## config.mk

```make
export PLATFORM = sky130hd
export DESIGN_NAME = rom_fifo_loader_flat
export DESIGN_NICKNAME = d
export VERILOG_FILES = /design/src/rtl/rom_fifo_loader_if.sv /design/src/rtl/rom_fifo_loader.sv /design/src/flat_wrapper.sv
export SDC_FILE = /design/constraint.sdc
export NUM_CORES = 1
export LEC_CHECK = 0
export BUFFER_PORTS_ARGS = -buffer_cell sky130_fd_sc_hd__buf_4
export CAP_MARGIN = 20
export CORE_AREA = 2 2 68 70
export DETAILED_ROUTE_END_ITERATION = 12
export DIE_AREA = 0 0 70 72
export PLACE_DENSITY = 0.55
export SLEW_MARGIN = 20
export SYNTH_ARGS = -nofsm -noshare
export SYNTH_HDL_FRONTEND = slang
export SYNTH_SLANG_ARGS = --single-unit
```

## constraint.sdc

```tcl
create_clock -name clk -period 4.3 [get_ports clk]
set_input_delay 0.86 -clock clk [delete_from_list [all_inputs] [get_ports clk]]
set_output_delay 0.86 -clock clk [all_outputs]
set_load 0.02 [all_outputs]
```

## src/rtl/rom_fifo_loader_if.sv

```systemverilog
// rom_fifo_loader_if: run control, ROM read port and FIFO write port of the ROM-to-FIFO loader.
//   start        - level run request (into loader)
//   done, busy   - run status (from loader)
//   rom_en       - ROM read enable, data returns one cycle later (from loader)
//   rom_addr     - ROM read address (from loader)
//   rom_data     - ROM read data (into loader)
//   fifo_full    - FIFO cannot accept a write (into loader)
//   fifo_wr_en   - FIFO write strobe (from loader)
//   fifo_wr_data - word written to the FIFO (from loader)
interface rom_fifo_loader_if #(
    parameter int DATA_WIDTH = 8,
    parameter int ADDR_WIDTH = 4
);
    logic                  start, done, busy;
    logic                  rom_en;
    logic [ADDR_WIDTH-1:0] rom_addr;
    logic [DATA_WIDTH-1:0] rom_data;
    logic                  fifo_full, fifo_wr_en;
    logic [DATA_WIDTH-1:0] fifo_wr_data;
    modport master (
        input  start, rom_data, fifo_full,
        output done, busy, rom_en, rom_addr, fifo_wr_en, fifo_wr_data
    );
    modport slave (
        output start, rom_data, fifo_full,
        input  done, busy, rom_en, rom_addr, fifo_wr_en, fifo_wr_data
    );
endinterface

```

## src/rtl/rom_fifo_loader.sv

```systemverilog
// rom_fifo_loader: streams DATA_AMOUNT ROM words into a FIFO write port through a 2-entry skid buffer.
//   clk   - single clock, rising edge
//   reset - synchronous active-high reset
//   bus   - master side of rom_fifo_loader_if (run control, ROM read, FIFO write)
module rom_fifo_loader #(
    parameter int DATA_WIDTH   = 8,
    parameter int DEPTH        = 16,
    parameter int DATA_AMOUNT  = 16,
    localparam int ADDR_WIDTH  = $clog2(DEPTH)
) (
    input logic               clk,
    input logic               reset,
    rom_fifo_loader_if.master bus
);
    localparam int CW = $clog2(DATA_AMOUNT + 1);
    typedef enum logic [1:0] {IDLE, LOAD, DONE} state_t;
    state_t                state_q, state_d;
    logic [CW-1:0]         issue_q, issue_d, wr_q, wr_d;
    logic [ADDR_WIDTH-1:0] addr_q, addr_d;
    logic [1:0]            occ_q, occ_d;
    logic                  inflight_q, head_q, last_wr;
    logic [DATA_WIDTH-1:0] buf_q [2];

    assign last_wr = bus.fifo_wr_en && wr_q == CW'(DATA_AMOUNT - 1);

    always_ff @(posedge clk) begin
        if (reset) state_q <= IDLE;
        else state_q <= state_d;
    end

    always_comb begin
        state_d = state_q;
        case (state_q)
            IDLE:    if (bus.start) state_d = LOAD;
            LOAD:    if (last_wr) state_d = DONE;
            DONE:    if (!bus.start) state_d = IDLE;
            default: state_d = IDLE;
        endcase
    end

    // A read is only issued if its word is guaranteed a buffer slot when it returns,
    // counting words already buffered, the read in flight and the word leaving this cycle.
    always_comb begin
        bus.busy         = state_q == LOAD;
        bus.done         = state_q == DONE;
        bus.fifo_wr_en   = occ_q != 2'd0 && !bus.fifo_full;
        bus.rom_en       = state_q == LOAD && issue_q < CW'(DATA_AMOUNT) &&
                           ({1'b0, occ_q} + {2'b0, inflight_q} < 3'd2 + {2'b0, bus.fifo_wr_en});
        bus.rom_addr     = addr_q;
        bus.fifo_wr_data = buf_q[head_q];
    end

    always_comb begin
        issue_d = state_q == IDLE ? '0 : issue_q + CW'(bus.rom_en);
        wr_d    = state_q == IDLE ? '0 : wr_q + CW'(bus.fifo_wr_en);
        addr_d  = state_q == IDLE ? '0 : !bus.rom_en ? addr_q :
                  addr_q == ADDR_WIDTH'(DEPTH - 1) ? '0 : addr_q + ADDR_WIDTH'(1);
        occ_d   = occ_q + {1'b0, inflight_q} - {1'b0, bus.fifo_wr_en};
    end

    // Returning words go to the tail slot (head + occupancy); when full, the head is popped this cycle.
    always_ff @(posedge clk) begin
        if (reset) begin
            issue_q    <= '0;
            wr_q       <= '0;
            addr_q     <= '0;
            occ_q      <= '0;
            inflight_q <= 1'b0;
            head_q     <= 1'b0;
            buf_q[0]   <= '0;
            buf_q[1]   <= '0;
        end else begin
            issue_q    <= issue_d;
            wr_q       <= wr_d;
            addr_q     <= addr_d;
            occ_q      <= occ_d;
            inflight_q <= bus.rom_en;
            head_q     <= head_q ^ bus.fifo_wr_en;
            if (inflight_q) buf_q[head_q ^ occ_q[0]] <= bus.rom_data;
        end
    end
endmodule

```

## src/flat_wrapper.sv

```systemverilog
// flat-port wrapper written by rule: the top's interface ports become plain ports
module rom_fifo_loader_flat 
#(
    parameter int DATA_WIDTH   = 8,
    parameter int DEPTH        = 16,
    parameter int DATA_AMOUNT  = 16,
    localparam int ADDR_WIDTH  = $clog2(DEPTH)
)
  (clk, reset, bus_start, bus_rom_data, bus_fifo_full, bus_done, bus_busy, bus_rom_en, bus_rom_addr, bus_fifo_wr_en, bus_fifo_wr_data);
  rom_fifo_loader_if #(.DATA_WIDTH(DATA_WIDTH), .ADDR_WIDTH(4)) bus_i ();
  input logic clk;
  input logic reset;
  input wire logic [$bits(bus_i.start)-1:0] bus_start;
  input wire logic [$bits(bus_i.rom_data)-1:0] bus_rom_data;
  input wire logic [$bits(bus_i.fifo_full)-1:0] bus_fifo_full;
  output wire logic [$bits(bus_i.done)-1:0] bus_done;
  output wire logic [$bits(bus_i.busy)-1:0] bus_busy;
  output wire logic [$bits(bus_i.rom_en)-1:0] bus_rom_en;
  output wire logic [$bits(bus_i.rom_addr)-1:0] bus_rom_addr;
  output wire logic [$bits(bus_i.fifo_wr_en)-1:0] bus_fifo_wr_en;
  output wire logic [$bits(bus_i.fifo_wr_data)-1:0] bus_fifo_wr_data;
  assign bus_i.start = bus_start;
  assign bus_i.rom_data = bus_rom_data;
  assign bus_i.fifo_full = bus_fifo_full;
  assign bus_done = bus_i.done;
  assign bus_busy = bus_i.busy;
  assign bus_rom_en = bus_i.rom_en;
  assign bus_rom_addr = bus_i.rom_addr;
  assign bus_fifo_wr_en = bus_i.fifo_wr_en;
  assign bus_fifo_wr_data = bus_i.fifo_wr_data;
  rom_fifo_loader #(.DATA_WIDTH(DATA_WIDTH), .DEPTH(DEPTH), .DATA_AMOUNT(DATA_AMOUNT)) u_core (.clk(clk), .reset(reset), .bus(bus_i));
endmodule
```

# Word level (Yosys, flattened, before mapping)
# Memories as Yosys holds them, arrays and structs flattened. A register that Yosys moved wholly into a read port is not among the register bits.
# Index checks and enable logic that the tools add are counted.
dict set report word_totals {
  ff_bits 20
  ram_bits 16
  input_bits 12
  out_inout_bits 16
  n_memories 1
}
# name depth word_bits read_ports rd_clocked_by_memory_dff write_ports line
set memory_table {}
lappend memory_table {u_core.buf_q 2 8 1 1 2 rom_fifo_loader.sv:22} ;# logic [DATA_WIDTH-1:0] buf_q [2];
dict set report classes {
  add_sub_neg 7
  n_lt_le_gt_ge 2
  eq_ne 7
  mux 14
  n_bitwise 2
  n_reduce_logical 10
}
# operator count
set op_table {}
lappend op_table {{$add 5x1->5} 2}
lappend op_table {{$mux 1} 8}
lappend op_table {{$mux 8} 1}
lappend op_table {{$reduce_or 8->1} 1}
lappend op_table {{$mux 2} 3}
lappend op_table {{$pmux 2 s3} 1}
lappend op_table {{$eq 5x4->1 const B} 1}
lappend op_table {{$lt 5x5->1 const B} 1}
lappend op_table {{$add 4x1->4 const B} 1}
lappend op_table {{$eq 4x4->1 const B} 1}
lappend op_table {{$logic_and 1x1->1} 4}
lappend op_table {{$mux 4} 1}
lappend op_table {{$ne 2x2->1 const B} 2}
lappend op_table {{$add 2x1->3} 1}
lappend op_table {{$add 2x1->3 const A} 1}
lappend op_table {{$lt 3x3->1} 1}
lappend op_table {{$reduce_and 3->1} 1}
lappend op_table {{$add 2x1->2} 1}
lappend op_table {{$eq 2x1->1 const B} 1}
lappend op_table {{$eq 2x2->1 const B} 1}
lappend op_table {{$logic_not 2->1} 1}
lappend op_table {{$ne 2x1->1 const B} 1}
lappend op_table {{$reduce_bool 2->1} 1}
lappend op_table {{$reduce_or 2->1} 1}
lappend op_table {{3 further kinds} 4}

# Depth between registers and ports, before layout
# Gate-level depths: netlist (run 1).
dict set report logic_depth {
  depth_word 6
  ltp_mapped 9
}

# Worst setup path after synthesis (run 1)
# OpenSTA, ideal clock, no wires.
dict set report synth_path {
  path_kind {input to output}
  start {input port bus_fifo_full}
  end {output port bus_rom_en}
  arrival_ns 1.492
  t_required_ns 3.440
  slack_ns 1.948
  cell_stages 3
  n_path_buf 0
  path_cell_list {o21bai_2 > o21ai_2 > and2_4}
}
dict set report synth_between {
  elab_chain_len 5
}
# element line
set synth_lines {}
lappend synth_lines {{start, declared} flat_wrapper.sv:15} ;# input wire logic [$bits(bus_i.fifo_full)-1:0] bus_fifo_full;
lappend synth_lines {{$logic_not 1->1} rom_fifo_loader.sv:46} ;# bus.fifo_wr_en = occ_q != 2'd0 && !bus.fifo_full;
lappend synth_lines {{$logic_and 1x1->1} rom_fifo_loader.sv:46}
lappend synth_lines {{$add 2x1->3} rom_fifo_loader.sv:48} ;# ({1'b0, occ_q} + {2'b0, inflight_q} < 3'd2 + {2'b0, bus.fifo_wr_en});
lappend synth_lines {{$lt 3x3->1} rom_fifo_loader.sv:48}
lappend synth_lines {{$logic_and 1x1->1} rom_fifo_loader.sv:47} ;# bus.rom_en = state_q == LOAD && issue_q < CW'(DATA_AMOUNT) &&
lappend synth_lines {{end, declared} flat_wrapper.sv:18} ;# output wire logic [$bits(bus_i.rom_en)-1:0] bus_rom_en;
# No other way between the ends.

# Final worst setup path (run 1)
# Same ends and word-level chain as after synthesis.

==> results.tsv, run 1 <==
stage	metric	value	unit
critical_path	crit_family	compound AO/OA/AOI/OAI gates	
critical_path	crit_slowest_cell	o21ai_2	
clock_tree	root_buffer	clkbuf_8	
sta	max-slew-margin-rel	0.497	
drt	drc	0	
logic_synthesis	synth_top_area_frac	0.292	
drt	m1WireLength	1320	um
min_path	hold_depth	2	
sta	finalSetupViolCount	0	
finish	num_antenna_cells	0	
logic_synthesis	netlist_area	1640	um2
critical_path	required	3.44	ns
logic_synthesis	syn_avg_cell_area	11.7	um2
critical_path	critPathLaunchType	input port	
drt	maxUsedRoutingLayer	met4	
critical_path	worstSetupPathType	in2out	
clock_tree	post_cts_buffers	0	
logic_synthesis	synth-main-ff-cell	dfxtp_1	
logic_synthesis	synth_common_cells	and2_1 (20), dfxtp_1 (20), edfxtp_1 (16)	
drt	first_iter_violations	57	
place	globalplace.congestion	0.723	
sta	period_needed	2.67	ns
die	die_area	5040	um2
sta	finalMaxSlewViolations	0	
drt	vias	1088	
critical_path	r2r_slack	2.19	ns
critical_path	worstPathCellList	buf_4, o21bai_2, o21ai_2, and2_4, buf_4	
min_path	min_path_type	reg2reg	
drt	wl_met2	1530	um
logic_synthesis	yosysTopAreaCell	edfxtp_1	
logic_synthesis	synth_nets	161	
critical_path	critical_path.max_stage_delay	0.25	ns
critical_path	crit_cells	5	
finish	fill_cells	418	
die	die_h	72	um
clock_tree	path_clk_slew	0.06	ns
run	maxCapViolCount	0	
finish	area.sequential	881	um2
sta	hold_viol_final	0	
drt	routed-wl-met3	157	um
sta	worstMarginPinSlew	0.749	ns
place	hpwlAfterDp	2260	um
drt	vias_per_cell	4.79	
finish	drive_above_1_share	0.291	
die	ioPinCount	28	
place	numPortBuffers	27	
die	row_count	24	
logic_synthesis	synth_seq_cells	36	
power	powerDensity	422	nW/um2
global_route	grt_pass1_vias	1145	
finish	multi_input_area	743	um2
logic_synthesis	synthCells	140	
outcome	status	finished, final reports clean	
clock_tree	clock_latency	0.28	ns
logic_synthesis	async_reset_ff_frac	0	
drt	drt_wl_total	3050	um
die	initial_core_util	0.386	
sta	fin_crit_sh	0.620	
die	die_w	70	um
drt	wl_per_cell	13.4	um
sta	timing.fmax	0.375	GHz
global_route	grt_pass1_wl	5410	um
critical_path	arrival	1.81	ns
place	postPlaceCellArea	1910	um2
critical_path	reg2reg_depth	9	
global_route	grt_max_degree	12	
clock_tree	h-tree-depth	2	
critical_path	crit_path_end_kind	primary output	
sta	fin_hold_ws	0.525	ns
clock_tree	clockBufferDepth	2	
clock_tree	cts_resized	0	
logic_synthesis	synthTopCellsByArea	edfxtp_1 (29%), dfxtp_1 (24%), and2_1 (7.6%), ha_1 (6.8%), mux2_2 (5.5%)	
clock_tree	clock_sinks	36	
logic_synthesis	yosysSeqAreaShare	0.536	
power	vdd_drop_max	152	uV
finish	finalNetCount	195	
finish	final_cell_area	1990	um2
critical_path	worstPathMaxFanout	6	
global_route	antenna_found_initial	0	
logic_synthesis	synth_cell_types	33	
power	p_leak	0.843	nW
finish	instances_no_fill	227	
global_route	grt_overflow	0	
die	core_area	4260	um2
logic_synthesis	yosys_warnings	0	
critical_path	worst-path-buf-inv	2	
sta	rsz0062_at_grt	no	
drt	first_pass_iters	2	
sta	clock_skew	0.00599	ns
place	dpl.cell_count	219	
logic_synthesis	synth_edf_count	16	
clock_tree	cts_hold_buf	0	
sta	tns	0	ns
clock_tree	cts_tree	yes	
clock_tree	numCtsBuffers	5	
global_route	track_usage	0.137	
drt	postRouteAntennaNets	0	
finish	area_growth	21.3	%
critical_path	cp_common_cell	buf_4	
worst reg2reg max path, stage by stage, from the launching register on:
cell	delay [ns]
dfxtp_1	0.38
ha_1	0.21
ha_1	0.21
nor3b_4	0.29
and2_4	0.23
ha_1	0.19
ha_1	0.19
nand3_1	0.09
xor2_1	0.14
nor2_1	0.05
power by group:
part           internal, mW  switching (mW)  leakage, nW
Sequential            0.387          0.0322        0.328
Clock                 0.113           0.109       0.0399
Combinational         0.101           0.101        0.475
Total                 0.600           0.242        0.843
worst paths after layout:
| check | start | end |
|---|---|---|
| min reg2reg | u_core.wr_q[4]$_SDFF_PP0_ | u_core.wr_q[4]$_SDFF_PP0_ |
| max | bus_fifo_full | bus_rom_en |
| max reg2reg | u_core.occ_q[0]$_SDFF_PP0_ | u_core.issue_q[4]$_SDFF_PP0_ |
| min | u_core.wr_q[4]$_SDFF_PP0_ | u_core.wr_q[4]$_SDFF_PP0_ |
cell type report:
class                   count  area share
repair buffers             28       0.105
clock buffers               7      0.0383
well taps                  52      0.0326
multi-input cells          99       0.373
inverters                   4     0.00753
flip-flops and latches     36       0.442
clock inverters             1     0.00188
sequential cells by signal, indices dropped and copies added, names as in the netlist:
name and cells:
u_core.issue_q 5, u_core.bus.rom_addr 4, u_core.occ_q 2, u_core.head_q 1, u_core.wr_q 5, u_core.buf_q 16
u_core.state_q 2, u_core.inflight_q 1
cells by family (layout without fill, tap and decap cells):
kind of cell	Yosys count	in the layout	share of synthesized area
XOR/XNOR	11	11	0.0586
buffers and inverters	5	40	0.0122
adder cells (fa/ha/maj)	9	9	0.0685
multiplexers	8	8	0.0548
flip-flops	36	36	0.536
AND/OR/NAND/NOR	55	55	0.193
AO/OA/AOI/OAI	16	16	0.0776
metal layers:
layer / up-vias / global-route usage
met5: - / 0
met4: 0 / 0.0449
met3: 5 / 0.0444
met2: 24 / 0.247
met1: 503 / 0.154
li1: 556 / -
cells in the final DEF, fill, tap and decap left out, types with 4 or more instances in the layout:
cell type  netlist  routed
mux2_2           8       8
dfxtp_1         20      20
buf_4            0      28
xnor2_1          4       4
nand2_1          6       6
and2_1          20      20
clkbuf_8         0       5
nor2_1          13      13
xor2_1           7       7
edfxtp_1        16      16
nand3_1          5       5
inv_1            4       4
ha_1             9       9
through the flow:
stage,worst slack [ns],util,total power [mW]
6_report,1.63,0.468,0.842
5_1_grt,1.56,0.468,0.898
4_1_cts,1.64,0.468,0.853
3_5_place_dp,1.63,0.449,0.629
3_3_place_gp,1.65,0.449,0.624
2_1_floorplan,1.95,-,0.556
No activity file was read; power rests on OpenSTA's default activity.
==> inputs of run 2 (changes only) <==
==> constraint.sdc (replaced) <==
create_clock -name clk -period 2.5 [get_ports clk]
set_input_delay 0.5 -clock clk [delete_from_list [all_inputs] [get_ports clk]]
set_output_delay 0.5 -clock clk [all_outputs]
set_load 0.02 [all_outputs]
==> run 2 against run 1 <==
Sequential power increased by 72%. Clock skew decreased by 0.0017 ns. Flip-flop and latch count unchanged. Critical endpoint unchanged. Worst setup slack got worse by 1.4 ns. Utilization increased by 0.18 points. Power increased by 72%. Sequential share of layout area decreased by 0.17 points. Final area increased by 0.38%.
==> results.tsv, run 2 (synthesized netlist as in run 1, its figures left out) <==
stage	metric	value	unit	change
sta	worstMarginPinSlew	0.549	ns	-0.200 ns
finish	area.sequential	881	um2	unchanged
clock_tree	clockBufferDepth	2		unchanged
place	numPortBuffers	27		unchanged
power	p_int	1.03	mW	+72%
place	globalplace.congestion	0.802		+11%
clock_tree	clock_latency	0.28	ns	about the same
finish	multi_input_area	743	um2	unchanged
critical_path	arrival	1.73	ns	-0.08 ns
finish	final_common_cell	buf_4		
critical_path	critical_path.max_stage_delay	0.37	ns	+0.12 ns
outcome	status	finished, final reports clean		
critical_path	critPathLaunchType	flip-flop		
finish	fill_cells	397		-5.0%
clock_tree	clock_sinks	36		unchanged
power	clkPwrFrac	0.264		about the same
place	hpwlAfterDp	2290	um	+0.90%
power	p_leak	0.848	nW	+0.55%
drt	wl_per_cell	13.6	um	+1.2%
power	powerDensity	723	nW/um2	+71%
finish	final_cell_area	2000	um2	+0.38%
die	die_area	5040	um2	unchanged
critical_path	r2r_slack	0.41	ns	-1.78 ns
finish	largest_reg_flops	16		unchanged
critical_path	crit_slowest_cell	dfxtp_1		
finish	top_register	u_core.buf_q		
global_route	track_usage	0.138		+0.000849
global_route	grt_overflow	0		unchanged
sta	hold_viol_final	0		unchanged
drt	vias	1091		+0.28%
critical_path	cp_common_cell	ha_1		
critical_path	worstPathCellList	ha_1, ha_1, nor3b_4, and2_4, buf_4		
die	die_h	72	um	unchanged
min_path	hp-start	reset		
sta	max-slew-margin-rel	0.633		+0.136
clock_tree	cts_hold_buf	0		unchanged
clock_tree	post_cts_buffers	0		unchanged
sta	finalMaxSlewViolations	0		unchanged
drt	drc	0		unchanged
place	postPlaceCellArea	1920	um2	+0.39%
power	switching_share	0.285		-0.00184
finish	layout_common_cells	buf_4 (29), and2_1 (20), dfxtp_1 (20)		
global_route	grt_pass1_wl	5330	um	-1.5%
sta	clock_skew	0.00427	ns	-0.00173 ns
finish	finalNetCount	196		+0.51%
critical_path	r2r-start	u_core.occ_q[0]$_SDFF_PP0_		
sta	fin_crit_sh	0.894		
clock_tree	h-tree-depth	2		unchanged
clock_tree	cts_resized	0		unchanged
global_route	grt_max_degree	12		unchanged
min_path	hold_depth	2		unchanged
clock_tree	root_buffer	clkbuf_8		
min_path	min_path_type	in2reg		
critical_path	worstPathMaxFanout	6		unchanged
sta	finalSetupViolCount	0		unchanged
finish	drive_above_1_share	0.295		+0.00403
global_route	grt_pass1_vias	1136		-0.79%
finish	area_growth	21.8	%	
run	maxCapViolCount	0		unchanged
sta	timing.fmax	0.448	GHz	
critical_path	reg2reg_depth	9		unchanged
critical_path	required	2.00	ns	-1.44 ns
global_route	antenna_found_initial	0		unchanged
finish	reg_top3	u_core.buf_q x16, u_core.issue_q x5, u_core.wr_q x5		
drt	vias_per_cell	4.79		-0.16%
critical_path	r2r-end	u_core.issue_q[4]$_SDFF_PP0_		
sta	rsz0062_at_grt	no		
sta	period_needed	2.23	ns	
die	row_count	24		unchanged
power	switchingPower	0.413	mW	+71%
power	power	1.45	mW	+72%
min_path	whs_endpoint	u_core.occ_q[1]$_SDFF_PP0_		
sta	tns	0	ns	unchanged
power	vdd_drop_max	250	uV	+65%
die	initial_core_util	0.386		unchanged
clock_tree	numCtsBuffers	5		unchanged
die	core_area	4260	um2	unchanged
critical_path	worstSetupPathType	reg2out		
sta	setup_ws	0.266	ns	-1.37 ns
clock_tree	cts_tree	yes		
drt	drt_wl_total	3100	um	+1.6%
die	die_w	70	um	unchanged
finish	num_antenna_cells	0		unchanged
power	pwr-share-seq	0.497		about the same
power	comb_power_share	0.239		about the same
drt	first_pass_iters	4		+2
critical_path	crit_path_end_kind	primary output		
die	ioPinCount	28		unchanged
drt	postRouteAntennaNets	0		unchanged
clock_tree	path_clk_slew	0.07	ns	about the same
place	dp_slack	0.397	ns	-1.24 ns
drt	first_iter_violations	68		+19%
## run 2: worst max path at each step
stage	from	to	slack, ns
floorplan	u_core.occ_q[0]$_SDFF_PP0_	u_core.issue_q[4]$_SDFF_PP0_	0.56
global placement	bus_fifo_full	u_core.issue_q[4]$_SDFF_PP0_	0.48
detailed placement	bus_fifo_full	u_core.issue_q[4]$_SDFF_PP0_	0.40
CTS	u_core.occ_q[0]$_SDFF_PP0_	bus_rom_en	0.25
global route	u_core.occ_q[0]$_SDFF_PP0_	bus_rom_en	0.17
finish	u_core.occ_q[0]$_SDFF_PP0_	bus_rom_en	0.27
## run 2: critical path, delay by kind of cell (launching register included)
family	cells	cell delay, ns
AND/OR/NAND/NOR	2	0.51
buffers and inverters	1	0.15
adder cells (fa/ha/maj)	2	0.42
flip-flops	1	0.37
## run 2: power groups by stage
stage                     Sequential (mW)  Clock, mW  Combinational [mW]
after floorplan                     0.701          0               0.254
after global placement              0.730          0               0.345
after detailed placement            0.734          0               0.350
after CTS                           0.722      0.398               0.351
after global routing                0.728      0.430               0.383
final                               0.719      0.382               0.346
## run 2: cell type report
type / instances / area share
clock inverters: 1 / 0.00188
multi-input cells: 99 / 0.371
inverters: 4 / 0.00750
well taps: 52 / 0.0325
flip-flops and latches: 36 / 0.440
repair buffers: 29 / 0.109
clock buffers: 7 / 0.0381
## run 2: routing by layer
| layer | part of all wire | track usage | vias up | wire, um |
|---|---|---|---|---|
| met5 | 0 | 0 | - | 0 |
| met1 | 0.44 | 0.158 | 503 | 1350 |
| met4 | 0.020 | 0.0577 | 0 | 63 |
| met3 | 0.043 | 0.0458 | 6 | 133 |
| li1 | - | - | 561 | - |
| met2 | 0.50 | 0.237 | 21 | 1550 |
## run 2: per-stage QoR
stage	utilization	instances	hold slack (ns)
floorplan	-	140	0.470
global placement	0.451	220	0.488
detailed placement	0.451	220	0.502
CTS	0.469	228	0.421
global route	0.469	228	0.432
finish	0.469	228	0.432
